[src/rtl/codificador_botones.sv]
// -----------------------------------------------------------------------------
// codificador_botones
// Producer side of the direction-command path. Each of the five raw push-buttons
// is synchronised (two flops) and debounced. A rising edge of a debounced level
// is a press event. The highest-priority press of the cycle is encoded and
// queued in a small FIFO that the snake state machine pops once per movement
// tick.
//
// Codes: 0 none, 1 up, 2 down, 3 left, 4 right, 5 pause.
// Priority when several presses land together: pausa > arriba > abajo >
// izquierda > derecha.
//
// Ports
//   clk        system clock
//   rst        asynchronous active-high reset
//   arriba     raw up button
//   abajo      raw down button
//   izquierda  raw left button
//   derecha    raw right button
//   pausa      raw pause button
//   rd_en      pop strobe, one pop per high cycle
//   cmd        FIFO head code, 0 when empty
//   cmd_valid  FIFO not empty
//   count      number of queued codes
//   overflow   one-cycle pulse when a press is dropped on a full FIFO
// -----------------------------------------------------------------------------
module codificador_botones #(
  parameter int DEBOUNCE_CYCLES = 1000000,
  parameter int CNT_W           = 20,
  parameter int DEPTH           = 4
) (
  input  logic                     clk,
  input  logic                     rst,
  input  logic                     arriba,
  input  logic                     abajo,
  input  logic                     izquierda,
  input  logic                     derecha,
  input  logic                     pausa,
  input  logic                     rd_en,
  output logic [2:0]               cmd,
  output logic                     cmd_valid,
  output logic [$clog2(DEPTH):0]   count,
  output logic                     overflow
);

  localparam int NB    = 5;
  localparam int PTR_W = $clog2(DEPTH);
  localparam int CW    = PTR_W + 1;

  // Button bit positions
  localparam int B_UP    = 0;
  localparam int B_DOWN  = 1;
  localparam int B_LEFT  = 2;
  localparam int B_RIGHT = 3;
  localparam int B_PAUSE = 4;

  logic [NB-1:0]    raw;
  logic [NB-1:0]    sync1_q;
  logic [NB-1:0]    sync2_q;
  logic [NB-1:0]    level_q;
  logic [NB-1:0]    level_d;
  logic [NB-1:0]    prev_q;
  logic [NB-1:0]    press;
  logic [CNT_W-1:0] cnt_q [NB];
  logic [CNT_W-1:0] cnt_d [NB];

  logic             push_req;
  logic [2:0]       push_code;

  logic [2:0]       mem_q [DEPTH];
  logic [PTR_W-1:0] wr_ptr_q;
  logic [PTR_W-1:0] rd_ptr_q;
  logic [CW-1:0]    count_q;
  logic [CW-1:0]    count_d;
  logic             empty;
  logic             full;
  logic             do_push;
  logic             do_pop;

  assign raw = {pausa, derecha, izquierda, abajo, arriba};

  // Debounce: the counter only runs while the synced level disagrees with the
  // accepted level, so any disagreement shorter than DEBOUNCE_CYCLES is lost.
  always_comb begin
    level_d = level_q;
    for (int i = 0; i < NB; i++) begin
      cnt_d[i] = '0;
      if (sync2_q[i] != level_q[i]) begin
        if (cnt_q[i] == CNT_W'(DEBOUNCE_CYCLES - 1)) begin
          level_d[i] = sync2_q[i];
        end else begin
          cnt_d[i] = cnt_q[i] + CNT_W'(1);
        end
      end
    end
  end

  // Only rising edges are events; releases are debounced but silent.
  assign press = level_q & ~prev_q;

  always_comb begin
    push_req  = |press;
    push_code = 3'd0;
    if (press[B_PAUSE])      push_code = 3'd5;
    else if (press[B_UP])    push_code = 3'd1;
    else if (press[B_DOWN])  push_code = 3'd2;
    else if (press[B_LEFT])  push_code = 3'd3;
    else if (press[B_RIGHT]) push_code = 3'd4;
  end

  assign empty = (count_q == '0);
  assign full  = (count_q == CW'(DEPTH));

  // A pop on an empty FIFO is ignored (no bypass), and a pop frees a slot for a
  // simultaneous push even when full.
  assign do_pop   = rd_en & ~empty;
  assign do_push  = push_req & (~full | do_pop);
  assign overflow = push_req & full & ~do_pop;

  always_comb begin
    count_d = count_q;
    case ({do_push, do_pop})
      2'b10:   count_d = count_q + CW'(1);
      2'b01:   count_d = count_q - CW'(1);
      default: count_d = count_q;
    endcase
  end

  always_ff @(posedge clk or posedge rst) begin
    if (rst) begin
      sync1_q  <= '0;
      sync2_q  <= '0;
      level_q  <= '0;
      prev_q   <= '0;
      for (int i = 0; i < NB; i++) cnt_q[i] <= '0;
      for (int j = 0; j < DEPTH; j++) mem_q[j] <= 3'd0;
      wr_ptr_q <= '0;
      rd_ptr_q <= '0;
      count_q  <= '0;
    end else begin
      sync1_q <= raw;
      sync2_q <= sync1_q;
      level_q <= level_d;
      prev_q  <= level_q;
      for (int i = 0; i < NB; i++) cnt_q[i] <= cnt_d[i];
      if (do_push) begin
        mem_q[wr_ptr_q] <= push_code;
        wr_ptr_q        <= wr_ptr_q + PTR_W'(1);
      end
      if (do_pop) begin
        rd_ptr_q <= rd_ptr_q + PTR_W'(1);
      end
      count_q <= count_d;
    end
  end

  assign cmd       = empty ? 3'd0 : mem_q[rd_ptr_q];
  assign cmd_valid = ~empty;
  assign count     = count_q;

endmodule

[config.mk]
export PLATFORM = sky130hd
export DESIGN_NAME = codificador_botones
export DESIGN_NICKNAME = d
export VERILOG_FILES = /design/src/rtl/codificador_botones.sv
export SDC_FILE = /design/constraint.sdc
export NUM_CORES = 1
export LEC_CHECK = 0
export ABC_AREA = 1
export CAP_MARGIN = 10
export CORE_AREA = 2 2 193 100
export CTS_CLUSTER_SIZE = 8
export DETAILED_ROUTE_END_ITERATION = 16
export DIE_AREA = 0 0 195 102
export GPL_ROUTABILITY_DRIVEN = 0
export GPL_TIMING_DRIVEN = 0
export PLACE_DENSITY = 0.57
export SLEW_MARGIN = 20
export SYNTH_ARGS = -nofsm -noshare
export SYNTH_HDL_FRONTEND = slang
export SYNTH_SLANG_ARGS = --single-unit
[constraint.sdc]
create_clock -name clk -period 10.08 [get_ports clk]
set_input_delay 2.016 -clock clk [delete_from_list [all_inputs] [get_ports clk]]
set_output_delay 2.016 -clock clk [all_outputs]
set_load 0.02 [all_outputs]
# Word-level counts from Yosys, hierarchy flattened
# Cells that the tools add are included.
# W data, S select, Z words.
[totals] register_bits=139 input_bits=8 out_inout_bits=8 word_cells=89
[classes] n_addsub=9 order_cmp=3 eq_ne=13 muxes=23 bitwise=12 n_reduce_logical=9
[ops] cell="$mux W20" n=10
[ops] cell="$add A20 B1 Y20 const B" n=5
[ops] cell="$eq A20 B20 Y1 const B" n=5
[ops] cell="$mux W3" n=9
[ops] cell="$bwmux W12" n=1
[ops] cell="$reduce_and A2 Y1" n=5
[ops] cell="$bmux W3 S2" n=1
[ops] cell="$demux W3 S2" n=1
[ops] cell="$ge A3 B3 Y1 const B" n=2
[ops] cell="$not A2 Y3" n=2
[ops] cell="$pmux W3 S2" n=1
[ops] cell="$and A5 B5 Y5" n=1
[ops] cell="$ne A1 B1 Y1" n=5
[ops] cell="$not A5 Y5" n=1
[ops] cell="$reduce_or A5 Y1" n=1
[ops] cell="$add A2 B1 Y2 const B" n=2
[ops] cell="$and A1 B1 Y1" n=4
[ops] cell="$add A3 B1 Y3 const B" n=1
[ops] cell="$eq A3 B3 Y1 const B" n=1
[ops] cell="$logic_not A3 Y1" n=1
[ops] cell="$lt A3 B1 Y1 const B" n=1
[ops] cell="$not A1 Y1" n=3
[ops] cell="$sub A3 B1 Y3 const B" n=1
[ops] cell="$eq A2 B1 Y1 const B" n=1
[ops] cell="other kinds (4)" n=4

# Longest topological paths before layout
[logic_depth] depth_word=8 depth_mapped=12 mapped_depth_nobuf=12

# Worst setup path after synthesis
# No wires, ideal clock.
[synth_path] path_type="input to output" from="input port rd_en" to="output port overflow" arrival_time_ns=2.651 required_time_ns=8.064 path_slack_ns=5.413 stages=3 n_path_buf=0 path_cell_list="nor2_1 -> nand2_1 -> a21oi_1"
[synth_via] elab_chain_cells=3
[synth_lines] element="start: declaration" line="39" source="input logic rd_en,"
[synth_lines] element="$and A1 B1 Y1" line="116" source="assign do_pop = rd_en & ~empty;"
[synth_lines] element="$not A1 Y1" line="118" source="assign overflow = push_req & full & ~do_pop;"
[synth_lines] element="$and A1 B1 Y1" line="118"
[synth_lines] element="end: declaration" line="43" source="output logic overflow"
# No other way between the ends.

# Final worst setup path
# Ends and elaborated chain as after synthesis.

==> flow_metrics.py <==
metrics = {
    "yosys": {
        "avgSynthCellArea_um2": 8.22,
        "synth_flop_cell": "dfrtp_1",
        "synth.distinct_cells": 30,
        "syn_nets": 895,
        "postSynth.asyncResetShare_pct": 100,
        "synth_warnings": 0,
        "netlist_area_um2": 7200,
        "ys_ff_latch": 139,
        "synth_edf_count": 0,
        "synth_cells": 876,
        "yosysTopAreaCellShare_pct": 48.3,
        "synth-seq-area-share_pct": 48.3,
        "synthTopCellsByArea": "dfrtp_1 48%, nor2_1 11%, nand2_1 7.9%, xor2_1 5.1%, inv_1 4.3%",
        "yosysTopAreaCell": "dfrtp_1",
    },
    "power_and_ir_drop": {
        "p_sw_share_pct": 26.1,
        "p_int_mw": 1.03,
        "power_frac_comb_pct": 11.1,
        "p_switching_uw": 365,
        "p_seq_share_pct": 42.2,
        "peakVddDrop_mv": 0.125,
        "p_per_area_nw_per_um2": 169,
        "total_leakage_power_nw": 3.54,
        "clockPowerShare_pct": 46.7,
    },
    "clock_network": {
        "h-tree-depth": 4,
        "clk_latency_ns": 0.42,
        "cts_tree": "done",
        "cts_hold_buf": 0,
        "cts_resized": 0,
        "clockBufferDepth": 2,
        "clock-sinks": 139,
        "cts_buffers": 17,
        "cts_setup_buffers": 0,
        "cts-root-buf": "clkbuf_16",
        "path_clk_slew_ns": 0.06,
    },
    "sta": {
        "finalCritPeriodShare_pct": 55.3,
        "slew_headroom_pct": 56.2,
        "min_period_ns": 5.58,
        "finClkSkew_ns": 0.0101,
        "hold_viol_final": 0,
        "rsz0062_at_grt": "no",
        "worst_slew_pin_slew_ns": 0.654,
        "hold_slack_ns": 0.345,
        "fmax_mhz": 179,
        "worst_slack_ns": 4.50,
        "final_max_slew_viol_count": 0,
        "setup_tns_ns": 0,
        "setup_viol": 0,
    },
    "grt": {
        "grt_max_degree": 82,
        "grt_pass1_vias": 5326,
        "grt_pass1_wl_um": 25100,
        "antenna_found_initial": 0,
        "grt_usage_pct": 15.8,
        "grt_overflow": 0,
    },
    "cells_and_area": {
        "drive_gt1_share_pct": 11.2,
        "diodes": 0,
        "final_util_pct": 45.8,
        "area_growth_pct": 15.2,
        "finalInstanceArea_um2": 8300,
        "layout_commonest_cell": "nor2_1",
        "most-common-layout-cells": "220 x nor2_1, 151 x nand2_1, 139 x dfrtp_1",
        "fin_nets": 930,
        "nFillCells": 1791,
    },
    "setup_path": {
        "end_kind": "output pin",
        "crit_arrival_ns": 3.56,
        "critPathMaxFanout": 6,
        "cp_common_cell": "clkdlybuf4s50_1",
        "required_ns": 8.06,
        "crit_type": "in -> out",
        "max_stage_delay_ns": 0.62,
        "cp_slowest_cell": "clkdlybuf4s50_1",
        "worstPathCellList": "clkdlybuf4s50_1 > nor2_1 > nand2_1 > a21oi_1 > clkdlybuf4s50_1",
        "start_kind": "input port",
    },
    "placed_design": {
        "port_buffers": 15,
        "hpwlAfterDp_um": 9710,
        "place_area_um2": 7690,
        "dpl_worst_slack_ns": 4.50,
    },
    "route": {
        "drt_pass1_iterations": 4,
        "routed_via_density": 4.64,
        "antenna_left": 0,
        "avgRoutedWirePerCell_um": 12.0,
        "drc_errors": 0,
        "wirelength_um": 14000,
        "via_count": 5402,
        "drtIter0Drc": 313,
    },
    "min_path": {
        "hold_path.class": "reg -> reg",
    },
    "floorplan": {
        "die_h_um": 102,
        "core_um2": 18100,
        "die_w_um": 195,
        "rows": 35,
        "start_util_pct": 39.7,
        "io_pins": 16,
        "fp.dieArea_um2": 19900,
    },
    "flow_run": {
        "drv_cap": 0,
    },
    "status": {
        "status": "complete, no violations",
    },
}
-- worst max-delay path: cells and delay by family --
kind	cells	cell delay [ns]
AND/OR/NAND/NOR	2	0.30
buffers and inverters	2	1.04
AO/OA/AOI/OAI	1	0.20
-- synthesized netlist by cell type (2+ instances only) --
master and n:
nor3_1 8, xor2_2 2, inv_2 5, o21bai_1 2
a21oi_4 2, nand2_1 151, nand3_2 11, nand3_1 59
nand3b_1 5, xor2_1 42, xnor2_2 2, a21oi_1 16
xnor2_1 21, ha_1 10, inv_1 83, nor2_1 220
o21ai_1 12, dfrtp_1 139, o21ai_0 20, nand2_2 17
nand4_1 12, nor2_2 18, nor2_4 10, nor3b_1 3
-- layout make-up --
class	instances	area, µm²	share of cell area (%)
Inverter	88	338	4.07
Sequential cell	139	3480	41.9
Buffer	1	5.00	0.0603
Timing Repair Buffer	16	178	2.14
Clock buffer	18	439	5.29
Multi-Input combinational cell	648	3390	40.9
Clock inverter	13	168	2.02
Tap cell	240	300	3.62
-- power by group through the flow --
stage,clock network (mW),logic [mW],registers [mW]
2_1_floorplan,0,0.0934,0.605
3_3_place_gp,0,0.154,0.601
3_5_place_dp,0,0.159,0.601
4_1_cts,0.670,0.159,0.591
5_1_grt,0.695,0.176,0.594
6_report,0.653,0.155,0.591
-- cells by family (layout without fill, tap and decap cells) --
logic type | Yosys count | count (layout) | synth area share, %
buffers and inverters | 89 | 136 | 4.66
adder cells (fa/ha/maj) | 11 | 11 | 2.01
AND/OR/NAND/NOR | 516 | 516 | 32.3
AO/OA/AOI/OAI | 54 | 54 | 4.19
flip-flops | 139 | 139 | 48.3
XOR/XNOR | 67 | 67 | 8.56
-- sequential cells by signal, indices dropped and copies added (netlist names) --
register  flops
count         3
wr_ptr_q      2
prev_q        5
cnt_q       100
sync2_q       5
mem_q        12
sync1_q       5
level_q       5
rd_ptr_q      2
-- worst paths after layout --
check,startpoint,to,slack (ns),depth (start not counted)
max in group asynchronous,rst,cnt_q[72],7.31,3
setup / recovery,rd_en,overflow,4.50,5
min in group asynchronous,rst,sync1_q[3],2.03,2
hold / removal,sync1_q[2],sync2_q[2],0.34,0
hold reg to reg,sync1_q[2],sync2_q[2],0.34,0
setup reg to reg,level_q[4],count[2],7.80,11
-- per-layer routing --
| metal | routed length, µm | vias to the layer above | part of all wire (%) | GRT usage (%) |
|---|---|---|---|---|
| met5 | 0 | - | 0 | 0 |
| met4 | 171 | 0 | 1.2 | 5.17 |
| met3 | 409 | 14 | 2.9 | 4.03 |
| met2 | 6360 | 61 | 45 | 26.0 |
| met1 | 7060 | 2505 | 50 | 20.9 |
| li1 | - | 2822 | - | - |
-- metrics by stage --
| step | power, mW | instances |
|---|---|---|
| final | 1.40 | 1163 |
| after global routing | 1.47 | 1163 |
| after CTS | 1.42 | 1163 |
| after detailed placement | 0.760 | 1132 |
| after global placement | 0.755 | 1131 |
| after floorplan | 0.699 | 876 |
Power figures use the tool's default switching activity.
